## config.mk

```make
export PLATFORM = sky130hd
export DESIGN_NAME = door_seq
export DESIGN_NICKNAME = d
export VERILOG_FILES = /design/src/rtl/door_seq.sv
export SDC_FILE = /design/constraint.sdc
export NUM_CORES = 1
export LEC_CHECK = 0
export ABC_AREA = 1
export ABC_CLOCK_PERIOD_IN_PS = 2500
export CAP_MARGIN = 10
export CORE_UTILIZATION = 37
export CTS_CLUSTER_DIAMETER = 80
export DETAILED_ROUTE_END_ITERATION = 8
export GPL_TIMING_DRIVEN = 0
export PLACE_DENSITY = 0.66
export SETUP_SLACK_MARGIN = 0.3
export SYNTH_ARGS = -nofsm -noshare
export SYNTH_HDL_FRONTEND = slang
export SYNTH_SLANG_ARGS = --single-unit
```

## constraint.sdc

```tcl
create_clock -name CLK -period 2.5 [get_ports CLK]
set_clock_uncertainty 0.2 [all_clocks]
set_input_delay 0.5 -clock CLK [delete_from_list [all_inputs] [get_ports CLK]]
set_output_delay 0.5 -clock CLK [all_outputs]
set_load 0.01 [all_outputs]
```

## src/rtl/door_seq.sv

```systemverilog
// Push-button door motor sequencer: debounced PRESS, open/hold/close cycle,
// obstruction reversal, direction-change dead-time and latched fault.
module door_seq #(
  parameter int CW       = 8,
  parameter int DEB_CYC  = 4,
  parameter int HOLD_CYC = 20,
  parameter int MOT_TO   = 50,
  parameter int DEAD_CYC = 2
) (
  input  logic       CLK,
  input  logic       RST,
  input  logic       PRESS,
  input  logic       LIM_OPEN,
  input  logic       LIM_CLOSED,
  input  logic       OBSTRUCT,
  output logic       M_CW,
  output logic       M_ACW,
  output logic       DOOR_OPEN,
  output logic       FAULT,
  output logic [2:0] STATE
);

  typedef enum logic [2:0] {
    S_CLOSED  = 3'd0,
    S_OPENING = 3'd1,
    S_OPEN    = 3'd2,
    S_CLOSING = 3'd3,
    S_STOPPED = 3'd4,
    S_DEAD    = 3'd5,
    S_FAULT   = 3'd6
  } state_t;

  localparam logic [CW:0] DEB_L  = (CW+1)'(DEB_CYC);
  localparam logic [CW:0] HOLD_L = (CW+1)'(HOLD_CYC);
  localparam logic [CW:0] MOT_L  = (CW+1)'(MOT_TO);
  localparam logic [CW:0] DEAD_L = (CW+1)'(DEAD_CYC);
  localparam logic [CW:0] ONE_L  = (CW+1)'(1);

  state_t        state_q, state_d;
  logic [CW-1:0] tmr_q, tmr_d;
  logic [CW-1:0] deb_cnt_q, deb_cnt_d;
  logic          deb_lvl_q, deb_lvl_d;
  logic          evt_q, evt_d;
  logic          dir_close_q, dir_close_d;
  logic          tgt_close_q, tgt_close_d;

  logic [CW:0]   tmr_inc;
  logic [CW:0]   deb_inc;
  logic          tmr_clr;
  logic          tmr_frz;

  assign tmr_inc = {1'b0, tmr_q} + ONE_L;
  assign deb_inc = {1'b0, deb_cnt_q} + ONE_L;

  // Debounce: flip the level after DEB_CYC consecutive opposite samples;
  // the press event is registered on the rising flip only.
  always_comb begin
    deb_cnt_d = '0;
    deb_lvl_d = deb_lvl_q;
    evt_d     = 1'b0;
    if (PRESS != deb_lvl_q) begin
      if (deb_inc >= DEB_L) begin
        deb_lvl_d = PRESS;
        evt_d     = PRESS;
      end else begin
        deb_cnt_d = deb_cnt_q + 1'b1;
      end
    end
  end

  always_comb begin
    state_d     = state_q;
    dir_close_d = dir_close_q;
    tgt_close_d = tgt_close_q;
    tmr_clr     = 1'b0;
    tmr_frz     = 1'b0;
    unique case (state_q)
      S_CLOSED: begin
        if (evt_q) state_d = S_OPENING;
      end
      S_OPENING: begin
        if (LIM_OPEN) begin
          state_d = S_OPEN;
        end else if (tmr_inc >= MOT_L) begin
          state_d = S_FAULT;
        end else if (evt_q) begin
          state_d     = S_STOPPED;
          dir_close_d = 1'b0;
        end
      end
      S_OPEN: begin
        if (OBSTRUCT) begin
          tmr_clr = 1'b1;
        end else if (evt_q || (tmr_inc >= HOLD_L)) begin
          state_d = S_CLOSING;
        end
      end
      S_CLOSING: begin
        if (OBSTRUCT) begin
          state_d     = S_DEAD;
          tgt_close_d = 1'b0;
        end else if (LIM_CLOSED) begin
          state_d = S_CLOSED;
        end else if (tmr_inc >= MOT_L) begin
          state_d = S_FAULT;
        end else if (evt_q) begin
          state_d     = S_STOPPED;
          dir_close_d = 1'b1;
        end
      end
      S_STOPPED: begin
        tmr_frz = 1'b1;
        if (evt_q) begin
          state_d     = S_DEAD;
          tgt_close_d = ~dir_close_q;
        end
      end
      S_DEAD: begin
        if (tmr_inc >= DEAD_L) state_d = tgt_close_q ? S_CLOSING : S_OPENING;
      end
      S_FAULT: state_d = S_FAULT;
      default: state_d = S_FAULT;
    endcase

    // Contradictory limit switches override everything else.
    if (LIM_OPEN && LIM_CLOSED) state_d = S_FAULT;

    if (state_d != state_q || tmr_clr) begin
      tmr_d = '0;
    end else if (tmr_frz || (&tmr_q)) begin
      tmr_d = tmr_q;
    end else begin
      tmr_d = tmr_q + 1'b1;
    end
  end

  always_ff @(posedge CLK or negedge RST) begin
    if (!RST) begin
      state_q     <= S_CLOSED;
      tmr_q       <= '0;
      deb_cnt_q   <= '0;
      deb_lvl_q   <= 1'b0;
      evt_q       <= 1'b0;
      dir_close_q <= 1'b0;
      tgt_close_q <= 1'b0;
    end else begin
      state_q     <= state_d;
      tmr_q       <= tmr_d;
      deb_cnt_q   <= deb_cnt_d;
      deb_lvl_q   <= deb_lvl_d;
      evt_q       <= evt_d;
      dir_close_q <= dir_close_d;
      tgt_close_q <= tgt_close_d;
    end
  end

  assign M_CW      = (state_q == S_OPENING);
  assign M_ACW     = (state_q == S_CLOSING);
  assign DOOR_OPEN = (state_q == S_OPEN);
  assign FAULT     = (state_q == S_FAULT);
  assign STATE     = state_q;

endmodule

```

# Yosys cells after proc, flatten, opt, wreduce, memory -nomap -nowiden
# Index checks and enable logic that the tools add are counted.
[word_totals] reg_bits=23 in_bits=6 output_inout_bits=7 elab_cells=78
[op_classes] n_bitwise=1 eq_ne=18 n_reduce_logical=11 n_addsub=4 n_lt_le_gt_ge=4 n_mux=33
[op_table] op="$mux W3" count=11
[op_table] op="$mux W8" count=4
[op_table] op="$add A8 B1 Y9 const B" count=2
[op_table] op="$pmux W3 S6" count=1
[op_table] op="$add A8 B1 Y8 const B" count=2
[op_table] op="$ne A2 B2 Y1 const B" count=8
[op_table] op="$reduce_and A8 Y1" count=2
[op_table] op="$mux W1" count=14
[op_table] op="$eq A3 B3 Y1 const B" count=3
[op_table] op="$ge A9 B2 Y1 const B" count=1
[op_table] op="$ge A9 B3 Y1 const B" count=1
[op_table] op="$ge A9 B5 Y1 const B" count=1
[op_table] op="$ge A9 B6 Y1 const B" count=1
[op_table] op="$eq A3 B2 Y1 const B" count=2
[op_table] op="$ne A2 B1 Y1 const B" count=2
[op_table] op="$pmux W1 S2" count=2
[op_table] op="$reduce_bool A2 Y1" count=2
[op_table] op="$eq A3 B1 Y1 const B" count=1
[op_table] op="$logic_not A3 Y1" count=1
[op_table] op="$logic_or A1 B1 Y1" count=3
[op_table] op="$ne A3 B3 Y1" count=1
[op_table] op="$reduce_and A3 Y1" count=1
[op_table] op="$mux W2" count=1
[op_table] op="$reduce_and A2 Y1" count=1
[op_table] op="3 further kinds" count=3

# Longest topological paths before layout
[logic_depth] word_depth=10 depth_mapped=16 mapped_depth_nobuf=15

# Least setup slack after synthesis
# Ideal clock, no wire load.
[synth_path] path_kind="flip-flop to flip-flop" from="reg tmr_q[0]" to="reg tmr_q[1]" setup_slack_ns=0.404 arrival_time_ns=1.774 synth_period_minus_slack_ns=2.096 stages_incl_launch_ff=15 t_required_ns=2.177 setup_time_ns=0.123 path_buffers=0 cell_sequence="dfrtp_1 ha_1 nand3_1 inv_1 nand3_1 nand3_2 nor2_2 and2_1 o211ai_2 nand2_1 nand2_1 nand2_1 nand2_1 nand2_4 nor2_2"
[synth_via] elab_chain_cells=10 word_cells_on_any_way=22 cone_classes="2 x add/sub; 3 x order compare; 2 x eq/ne; 11 x mux; 4 x reduce/logical"
[synth_rtl] element="from (decl)" line_no="40" text="logic [CW-1:0] tmr_q, tmr_d;"
[synth_rtl] element="from (signal assigned)" line_no="148" text="tmr_q <= tmr_d;"
[synth_rtl] element="$add A8 B1 Y9" line_no="52" text="assign tmr_inc = {1'b0, tmr_q} + ONE_L;"
[synth_rtl] element="$ge A9 B6 Y1 / $ge A9 B5 Y1 (equally long branches)" line_no="84, 104, 94"
[synth_rtl] element="$mux W3 / $logic_or A1 B1 Y1 (equally long branches)" line_no="104, 94"
[synth_rtl] element="$mux W3 (on tied branches)" line_no="102, 94"
[synth_rtl] element="$mux W3 (on tied branches)" line_no="99, 92"
[synth_rtl] element="$pmux W3 S6" line_no="77" text="unique case (state_q)"
[synth_rtl] element="$mux W3" line_no="126" text="if (LIM_OPEN && LIM_CLOSED) state_d = S_FAULT;"
[synth_rtl] element="$ne A3 B3 Y1" line_no="128" text="if (state_d != state_q || tmr_clr) begin"
[synth_rtl] element="$logic_or A1 B1 Y1" line_no="128"
[synth_rtl] element="$ne A2 B2 Y1 (no line) / $mux W8 (equally long branches)"
# Several ways; a longest one is shown, not always the timed one. The select of a mux whose other input is x is not followed.
# A chain may end at the register's enable or synchronous reset.

# Worst setup path after layout
[layout_path] from="reg tmr_q[0]" to="reg tmr_q[3]"
[layout_via] elab_chain_cells=10 word_cells_on_any_way=22 cone_classes="2 x add/sub; 3 x order compare; 2 x eq/ne; 11 x mux; 4 x reduce/logical"
[layout_rtl] element="$add A8 B1 Y9 (*)" line_no="52"
[layout_rtl] element="$ge A9 B6 Y1 / $ge A9 B5 Y1 (equally long branches)" line_no="84, 104, 94"
[layout_rtl] element="$mux W3 / $logic_or A1 B1 Y1 (equally long branches)" line_no="104, 94"
[layout_rtl] element="$mux W3 (on tied branches)" line_no="102, 94"
[layout_rtl] element="$mux W3 (on tied branches)" line_no="99, 92"
[layout_rtl] element="$pmux W3 S6 (*)" line_no="77"
[layout_rtl] element="$mux W3 (*)" line_no="126"
[layout_rtl] element="net state_d[1]" line_no="39" text="state_t state_q, state_d;"
[layout_rtl] element="$ne A3 B3 Y1 (*)" line_no="128"
[layout_rtl] element="$logic_or A1 B1 Y1 (*)" line_no="128"
[layout_rtl] element="$ne A2 B2 Y1 (no line) / $mux W8 (equally long branches)"
# Mark *: on every way through the listed nets, which the timed path passes. The rest lies on a longest branch. The select of a mux whose other input is x is not followed.

==> summary.md <==
| Metric | Value |
|---|---|
| Status | finished, final reports clean |
| GR Overflow Total | 0 |
| Cell Area, Placed | 1762 µm² |
| Leak pwr | 1.042 nW |
| Synth top cells by count | nand2_1 (61), inv_1 (27), dfrtp_1 (23), nor2_1 (17), nand3_1 (16) |
| Slew Limit Fails | 0 |
| Xor and xnor area share after synthesis | 5.052% |
| Async set-reset flop share out of synthesis | 100.0% |
| CP startpoint kind | register |
| Met3 wire len | 189 µm |
| Share of cells above drive strength 1 | 36.96% |
| Hpwl dp | 2318 µm |
| CTS root buf | clkbuf_8 |
| Setup Viol. Count Final | 0 |
| Least-Margin Pin Slew | 1.024 ns |
| Reg2reg start | tmr_q[0] |
| Placed Cells | 281 |
| Max-Slew Margin vs Limit | 31.49% |
| Unique masters post-synth | 28 |
| Area of the multi-input gates | 1136 µm² |
| Largest family of logic cells by synthesized area | simple AND/OR/NAND/NOR gates |
| Sequential area share after synthesis | 36.89% |
| Port bufs | 12 |
| HP Start | dir_close_q |
| Worst EP required | 2.51 ns |
| Minimum clock period | 2.220 ns |
| Clk slew on worst S/H paths | 0.09 ns |
| Layout Nets | 268 |
| Core Box Area | 4029 µm² |
| Largest net degree at the start of global routing | 24 |
| WL/cell | 12.62 µm |
| Sequential cell area | 584.3 µm² |
| Mapped Cells | 214 |
| RSZ-0062 raised after global routing | yes |
| DR top layer | met4 |
| Setup crit start | tmr_q[0] |
| Detailed Routing Iterations Pass 1 | 4 |
| Total Power | 1.498 mW |
| Pwr Density | 667.4 nW/µm² |
| Complex-gate fraction of the synthesized area | 6.335% |
| CP arrival | 2.23 ns |
| Sink Count | 23 |
| Vias in the first global route | 1,378 |
| Die area | 4480 µm² |
| #FFs+latches synth | 23 |
| Number of diodes | 0 |
| Synth area leaders | dfrtp_1 (37%), nand2_1 (15%), inv_1 (6.5%) |
| Filler Cell Count | 356 |
| RePlAce Congestion | 0.8695 |
| Layout Cells excl Fill | 307 |
| CTS Buf Count | 3 |
| Fmax | 450.5 MHz |
| Die Ht | 66.94 µm |
| Clk_lat worst skew | 0.27 ns |
| Hold Vio Cnt, Final | 0 |
| Syn_area_per_cell | 7.291 µm² |
| Final Instance Area | 2245 µm² |
| Worst Path Max Fanout | 8 |
| FP Rows | 23 |
| All-Layer GR Usage | 17.29% |
| Drt total wl | 3875 µm |
| Antenna violations before repair | 0 |
| Via/cell ratio | 4.902 |
| Top_reg_cell synth | dfrtp_1 |
| Top cell type's share of synthesized area | 36.89% |
| Post-synth EDFFs | 0 |
| Synthesized-area fraction occupied by and/or/nand/nor cells | 41.30% |
| Routed Antenna Nets | 0 |
| # H-tree levels | 1 |
| Synth Cell Area | 1560 µm² |
| First-pass GRT wire length | 5878 µm |
| Mux cell area share after synthesis | 0% |
| HP Class | register to register |
| Initial core utilization | 38.73% |
| Largest area contributor in the netlist | dfrtp_1 |
| Setup Crit Path Kind | register to register |
| Max clock buf depth | 2 |
| Die Width | 66.94 µm |
| Max Cap Viol | 0 |
| Starting DRT DRC Count | 35 |
| Peak supply drop | 459.3 µV |
| Via count | 1,505 |
| Fin crit share | 88.80% |
| Crit. End Element | register |
| WL met1 | 1655 µm |
| I/O pin count | 13 |
| Synth Area in Adders | 3.208% |
| TNS Setup | 0 ns |
| CTS tree | built |
| Layout area overhead | 43.87% |
| Met2 wire len | 1971 µm |
| YS warnings | 0 |
| Count leader, synth | nand2_1 |
| Drt drc | 0 |
final timing paths:
kind	slack (ns)	end	cells past startpoint
setup / recovery	0.28	tmr_q[3]	14
hold / removal	0.30	dir_close_q	2
setup reg to reg	0.28	tmr_q[3]	14
hold reg to reg	0.30	dir_close_q	2
max in group asynchronous	0.82	STATE[1]	1
min in group asynchronous	0.59	STATE[0]	1
worst max-delay path, cell delays in order, from the launching register on:
cell and delay, ns:
dfrtp_2 0.46, ha_4 0.21, nand3_4 0.10, inv_4 0.05, nand3_4 0.07, nand3_4 0.11
nor2_4 0.14, nand3_2 0.09, nand2_2 0.08, nand3_2 0.10, nand2_2 0.09, nand3_2 0.09
nor2_4 0.15, nand2_8 0.11, nor2_2 0.09
flip-flops by register name (all words and copies together) (netlist names):
signal	count
STATE	3
deb_cnt_q	8
deb_lvl_q	1
dir_close_q	1
evt_q	1
tgt_close_q	1
tmr_q	8
where the power goes:
part           total [mW]  switching [mW]  internal, mW
clock               0.231           0.120         0.111
combinational       0.746           0.425         0.321
sequential          0.521          0.0825         0.439
total                1.50           0.627         0.871
routing by layer:
layer / track usage [%] / vias up
met1: 20.90 / 693
met2: 30.81 / 41
met5: 0 / -
li1: - / 762
met3: 3.938 / 9
met4: 3.723 / 0
layout by cell type, fill, tap and decap left out, types with 7 or more instances in the layout:
cell type,Yosys,final
nand3_1,16,9
nand2_2,4,18
nor2_1,17,16
dfrtp_1,23,16
o21ai_0,10,10
buf_4,1,20
nor2_4,1,10
inv_1,27,24
dfrtp_2,0,7
clkdlybuf4s50_1,0,8
nand2_1,61,46
logic make-up after synthesis:
group / Yosys count
compound gates: 16
xor+xnor: 9
fa+ha+maj: 4
buf+inv: 28
flops: 23
other cells: 1
simple gates: 133
final cells by class:
cell class	instances	area share [%]
multi-input combinational	168	50.61
tap	50	2.787
inverter	27	4.627
sequential	23	26.03
clock buffer	3	1.839
buffer	1	0.5017
clock inverter	1	0.2230
timing repair buffer	34	13.38
per-stage QoR:
| step | util, % | setup WS (ns) | hold WS [ns] |
|---|---|---|---|
| 5_1_grt | 55.71 | 0.1695 | 0.3382 |
| 2_1_floorplan | - | 0.4036 | 0.004409 |
| 4_1_cts | 51.58 | 0.3023 | 0.2971 |
| 3_3_place_gp | 43.73 | 0.09784 | 0.2786 |
| 6_report | 55.71 | 0.2800 | 0.2979 |
| 3_5_place_dp | 43.73 | 0.1129 | 0.2791 |
what timing repair did:
| item | in CTS | in global routing |
|---|---|---|
| hold buffers | 0 | 0 |
| pin swaps | 11 | 17 |
| resized for setup | 31 | 36 |
| endpoints found under the setup margin | 12 | 10 |
| setup buffers | 20 | 2 |
No activity file was read; power rests on OpenSTA's default activity.
